===== src/rtl/otter_iobus_uart_tx.sv =====
// IOBUS-mapped 8N1 UART transmitter: CPU stores fill a TX FIFO, a baud-timed
// serializer drains it onto TX, and a level interrupt flags "all data sent".
//
// state | meaning
// ------+-----------------------------------------------
// IDLE  | line high, waiting for enable & FIFO not empty
// START | driving the start bit (low)
// DATA  | shifting out 8 data bits, LSB first
// STOP  | driving the stop bit (high)
module otter_iobus_uart_tx #(
    parameter logic [31:0] BASE_ADDR    = 32'h1100_0100,
    parameter int          CLKS_PER_BIT = 434,
    parameter int          FIFO_DEPTH   = 8
) (
    input  logic        CLK,
    input  logic        RESET,
    input  logic [31:0] IOBUS_ADDR,
    input  logic [31:0] IOBUS_OUT,
    input  logic        IOBUS_WR,
    output logic [31:0] IOBUS_IN,
    output logic        TX,
    output logic        TX_IRQ
);

    localparam int PTR_W = $clog2(FIFO_DEPTH);
    localparam int CNT_W = $clog2(FIFO_DEPTH + 1);
    localparam int BC_W  = $clog2(CLKS_PER_BIT);

    localparam logic [BC_W-1:0]  BC_LOAD     = BC_W'(CLKS_PER_BIT - 1);
    localparam logic [CNT_W-1:0] CNT_FULL    = CNT_W'(FIFO_DEPTH);
    localparam logic [31:0]      ADDR_STATUS = BASE_ADDR + 32'd4;
    localparam logic [31:0]      ADDR_CTRL   = BASE_ADDR + 32'd8;

    typedef enum logic [1:0] {
        ST_IDLE,
        ST_START,
        ST_DATA,
        ST_STOP
    } state_t;

    state_t           state;
    logic [BC_W-1:0]  bc;
    logic [2:0]       bit_idx;
    logic [7:0]       shift;

    logic [7:0]       mem [FIFO_DEPTH];
    logic [PTR_W-1:0] wr_ptr;
    logic [PTR_W-1:0] rd_ptr;
    logic [CNT_W-1:0] count;
    logic             overflow;
    logic             enable;

    logic sel_data, sel_status, sel_ctrl;
    logic wr_data, wr_status, wr_ctrl;
    logic fifo_empty, fifo_full;
    logic bit_end, push, pop, idle_next, busy;
    logic [7:0] head;

    logic unused_bits;
    assign unused_bits = ^{IOBUS_OUT[31:8], IOBUS_ADDR[1:0]};

    always_comb begin
        sel_data   = (IOBUS_ADDR[31:2] == BASE_ADDR[31:2]);
        sel_status = (IOBUS_ADDR[31:2] == ADDR_STATUS[31:2]);
        sel_ctrl   = (IOBUS_ADDR[31:2] == ADDR_CTRL[31:2]);
        wr_data    = IOBUS_WR & sel_data;
        wr_status  = IOBUS_WR & sel_status;
        wr_ctrl    = IOBUS_WR & sel_ctrl;

        fifo_empty = (count == '0);
        fifo_full  = (count == CNT_FULL);
        bit_end    = (bc == '0);
        busy       = (state != ST_IDLE);
        head       = mem[rd_ptr];

        // All decisions use pre-edge state, so a push into an empty FIFO
        // cannot be popped on the same edge and a full FIFO always drops.
        push      = wr_data & !fifo_full;
        pop       = enable & !fifo_empty &
                    ((state == ST_IDLE) | ((state == ST_STOP) & bit_end));
        idle_next = ((state == ST_IDLE) | ((state == ST_STOP) & bit_end)) & !pop;
    end

    always_comb begin
        IOBUS_IN = 32'h0;
        if (sel_status)
            IOBUS_IN = {16'h0, 8'(count), 4'h0, overflow, busy, fifo_full, fifo_empty};
        else if (sel_ctrl)
            IOBUS_IN = {31'h0, enable};
    end

    always_ff @(posedge CLK) begin
        if (push)
            mem[wr_ptr] <= IOBUS_OUT[7:0];
    end

    always_ff @(posedge CLK or posedge RESET) begin
        if (RESET) begin
            wr_ptr   <= '0;
            rd_ptr   <= '0;
            count    <= '0;
            overflow <= 1'b0;
            enable   <= 1'b1;
        end else begin
            if (push)
                wr_ptr <= wr_ptr + PTR_W'(1);
            if (pop)
                rd_ptr <= rd_ptr + PTR_W'(1);
            case ({push, pop})
                2'b10:   count <= count + CNT_W'(1);
                2'b01:   count <= count - CNT_W'(1);
                default: count <= count;
            endcase
            if (wr_data & fifo_full)
                overflow <= 1'b1;
            else if (wr_status & IOBUS_OUT[3])
                overflow <= 1'b0;
            if (wr_ctrl)
                enable <= IOBUS_OUT[0];
        end
    end

    always_ff @(posedge CLK or posedge RESET) begin
        if (RESET) begin
            state   <= ST_IDLE;
            bc      <= BC_LOAD;
            bit_idx <= 3'd0;
            shift   <= 8'h00;
            TX      <= 1'b1;
            TX_IRQ  <= 1'b1;
        end else begin
            TX_IRQ <= enable & fifo_empty & idle_next;
            case (state)
                ST_IDLE: begin
                    TX <= 1'b1;
                    if (pop) begin
                        shift <= head;
                        TX    <= 1'b0;
                        bc    <= BC_LOAD;
                        state <= ST_START;
                    end
                end
                ST_START: begin
                    if (bit_end) begin
                        TX      <= shift[0];
                        bit_idx <= 3'd0;
                        bc      <= BC_LOAD;
                        state   <= ST_DATA;
                    end else begin
                        bc <= bc - BC_W'(1);
                    end
                end
                ST_DATA: begin
                    if (bit_end) begin
                        bc <= BC_LOAD;
                        if (bit_idx == 3'd7) begin
                            TX    <= 1'b1;
                            state <= ST_STOP;
                        end else begin
                            shift   <= {1'b0, shift[7:1]};
                            TX      <= shift[1];
                            bit_idx <= bit_idx + 3'd1;
                        end
                    end else begin
                        bc <= bc - BC_W'(1);
                    end
                end
                ST_STOP: begin
                    if (bit_end) begin
                        bc <= BC_LOAD;
                        // Chain straight into the next start bit with no idle gap.
                        if (pop) begin
                            shift <= head;
                            TX    <= 1'b0;
                            state <= ST_START;
                        end else begin
                            TX    <= 1'b1;
                            state <= ST_IDLE;
                        end
                    end else begin
                        bc <= bc - BC_W'(1);
                    end
                end
                default: begin
                    TX    <= 1'b1;
                    state <= ST_IDLE;
                end
            endcase
        end
    end

endmodule


===== config.mk =====
export PLATFORM = sky130hd
export DESIGN_NAME = otter_iobus_uart_tx
export DESIGN_NICKNAME = d
export VERILOG_FILES = /design/src/rtl/otter_iobus_uart_tx.sv
export SDC_FILE = /design/constraint.sdc
export NUM_CORES = 1
export LEC_CHECK = 0
export ABC_AREA = 1
export BUFFER_PORTS_ARGS = -buffer_cell sky130_fd_sc_hd__buf_2
export CAP_MARGIN = 20
export CORE_UTILIZATION = 28
export CTS_BUF_LIST = sky130_fd_sc_hd__clkbuf_4
export DETAILED_ROUTE_END_ITERATION = 6
export PLACE_DENSITY = 0.48
export SYNTH_ARGS = -nofsm -noshare
export SYNTH_HDL_FRONTEND = slang
export SYNTH_SLANG_ARGS = --single-unit

===== constraint.sdc =====
create_clock -name CLK -period 2.61 [get_ports CLK]
set_input_delay 0.3915 -clock CLK [delete_from_list [all_inputs] [get_ports CLK]]
set_output_delay 0.3915 -clock CLK [all_outputs]
set_load 0.02 [all_outputs]

==> results.toml <==
[sta]
skew_ns = 0.0196
tightest_slew_ns = 0.610
period_needed_ns = 2.35
fin_crit_sh = 0.902
clock.fmax_mhz = 425
hold_viol = 0
relSlewSlack = 0.593
finalSetupTns_ns = 0
setup_ws_ns = 0.255
report.final.slew_viol_count = 0
setup_viol = 0
rsz0062_at_grt = "false"

[finish]
final_common_cell = "nand2_1"
nets = 722
multi_input_area_mm2 = 0.00205
syn_to_final_growth_pct = 12.6
drive_gt1_frac = 0.207
final_cells = 876
fillers = 1903
mostFrequentLayoutCells = "184 x nand2_1, 64 x nand3_1, 64 x edfxtp_1"
fin_util = 0.325
seq_area_mm2 = 0.00283
design_area_mm2 = 0.00589

[synthesis]
yosysTopAreaCellShare = 0.367
ys_ff_latch = 100
postSynthAreaPerCell_um2 = 9.08
yosysUniqueCellTypes = 38
yosysSeqAreaShare = 0.541
synth_top_area_cell = "edfxtp_1"
synth-warning-count = 0
synthTopCellsByArea = "edfxtp_1 37%, dfrtp_1 13%, nand2_1 13%, nand3_1 6.1%, dfstp_2 4.0%"
netlist_area_mm2 = 0.00523
syn-instance-count = 576

[power_and_ir_drop]
seq_power_share = 0.642
power_frac_comb = 0.060
pwr-share-clk = 0.298
p_int_mw = 1.96
ir_worst_vdd_mv = 0.331
p_leak_nw = 2.65
p_sw_frac = 0.258
switchingPower_mw = 0.681
cellPowerDensity_mw_per_mm2 = 449

[place]
dpl-instance-area_mm2 = 0.00573
place_ws_ns = 0.193
port_buffers = 50
gp_congestion = 0.733
dpl.hpwl_mm = 7.63
dpl.cell_count = 858

[cts]
clock_path_buffers = 2
clk_pin_slew_ns = 0.17
clockRootBuffer = "clkbuf_4"
clock_sinks = 100
cts_tree = "yes"
cts_made_buffers = 9
worstSkewPairLatency_ns = 0.46
post_cts_buffers = 0
htreeDepth = 3

[grt]
grt_overflow = 0
antenna_found_initial = 1
grt_pass1_vias = 3586
grt_pass1_wl_mm = 18.1
gr-usage-all-layers = 0.120
grt_max_degree = 37

[worst_hold_path]
min_path_cells = 1
hold_class = "in -> reg"

[routing]
first_pass_iters = 7
post-route-drc-count = 11
routedWlPerCell_um = 12.6
drt_iter0_drc = 159
vias_per_cell = 4.35
via_count = 3813
drt-total-wl_mm = 11.0
ant_nets = 0

[floorplan]
core_mm2 = 0.0181
rows = 49
start_util = 0.288
die_w_um = 139
die_y_um = 139
fp.dieArea_mm2 = 0.0192
ios = 101

[critical_path]
cp-start-kind = "register"
worstPathMaxFanout = 6
cp.required_ns = 2.95
r2r_cells = 14
worst-setup-path-type = "reg -> reg"
crit_path_end_kind = "register"
cp.arrival_ns = 2.70

[flow_run]
maxCapViolations = 0

[run_status]
violations = "design-rule violations"
status = "complete, but fails checks"
path summary, 6_finish.rpt:
kind | from | end | slack (ns)
setup reg to reg | bc[0] | count[2] | 0.26
hold reg to reg | bc[7] | bc[7] | 0.49
hold / removal | IOBUS_OUT[1] | mem[4][1] | 0.19
max in group asynchronous | RESET | enable | 1.67
setup / recovery | bc[0] | count[2] | 0.26
min in group asynchronous | RESET | bit_idx[0] | 0.57
routing by layer:
| metal | global-route usage | wire length [um] | up-vias |
|---|---|---|---|
| met4 | 0.0368 | 127 | 0 |
| li1 | - | - | 1949 |
| met1 | 0.149 | 5080 | 1799 |
| met2 | 0.210 | 5510 | 58 |
| met3 | 0.0238 | 289 | 7 |
| met5 | 0 | 0 | - |
critical path, stage by stage (launching register included):
cell and delay, ns:
dfstp_2 0.56, inv_1 0.07, ha_1 0.20, nand2_1 0.07
nor2_2 0.05, nand3_1 0.08, nand2_1 0.10, nand2_2 0.09
inv_2 0.08, ha_4 0.18, xor2_2 0.15, ha_1 0.20
a21oi_1 0.14, xor2_1 0.16, o21ai_0 0.10
cell families after synthesis:
logic type / Yosys count / synth area share
compound gates: 25 / 0.0261
xor+xnor: 7 / 0.0117
fa+ha+maj: 14 / 0.0335
buf+inv: 90 / 0.0878
flops: 100 / 0.541
other cells: 1 / 0.000717
simple gates: 339 / 0.299
state kept, by name, summed over array words and instances, names as in the netlist:
name      cells
shift         8
bit_idx       3
TX            1
TX_IRQ        1
state         2
bc            9
count         4
rd_ptr        3
enable        1
mem          64
overflow      1
wr_ptr        3
area by class of cell:
cell class	count	area share
well taps	229	0.0486
clock inverters	7	0.0115
clock buffers	9	0.0115
diodes	1	0.000425
multi-input cells	409	0.347
inverters	52	0.0331
repair buffers	69	0.0671
flip-flops and latches	100	0.481
cells in the mapped netlist, drive strengths merged:
master,count
edfxtp,64
nand2,196
ha,14
dfrtp,28
buf,38
o21bai,1
inv,50
a21oi,6
nand3b,2
and2,2
xnor2,1
or2,5
o211ai,1
dfstp,8
xor2,6
nor2,52
clkinv,2
nand4,8
conb,1
nand3,68
o21ai,16
o31ai,1
nor3,6
power by group through the flow:
stage	logic (mW)	registers (mW)	clock network, mW
2_1_floorplan	0.126	1.73	0
3_3_place_gp	0.157	1.73	0
3_5_place_dp	0.159	1.73	0
4_1_cts	0.161	1.70	0.837
5_1_grt	0.181	1.70	0.883
6_report	0.158	1.70	0.789
stage by stage:
step                      total power [mW]  hold slack, ns
after floorplan                       1.86           0.442
after global routing                  2.76           0.138
after CTS                             2.70           0.144
after detailed placement              1.89           0.467
final                                 2.65           0.187
after global placement                1.89           0.455
timing repair:
item	CTS	global route
endpoints found under the hold margin	21	0
gates resized for setup	0	3
endpoints found under the setup margin	0	1
hold buffers	1	0
Power figures use the tool's default switching activity.
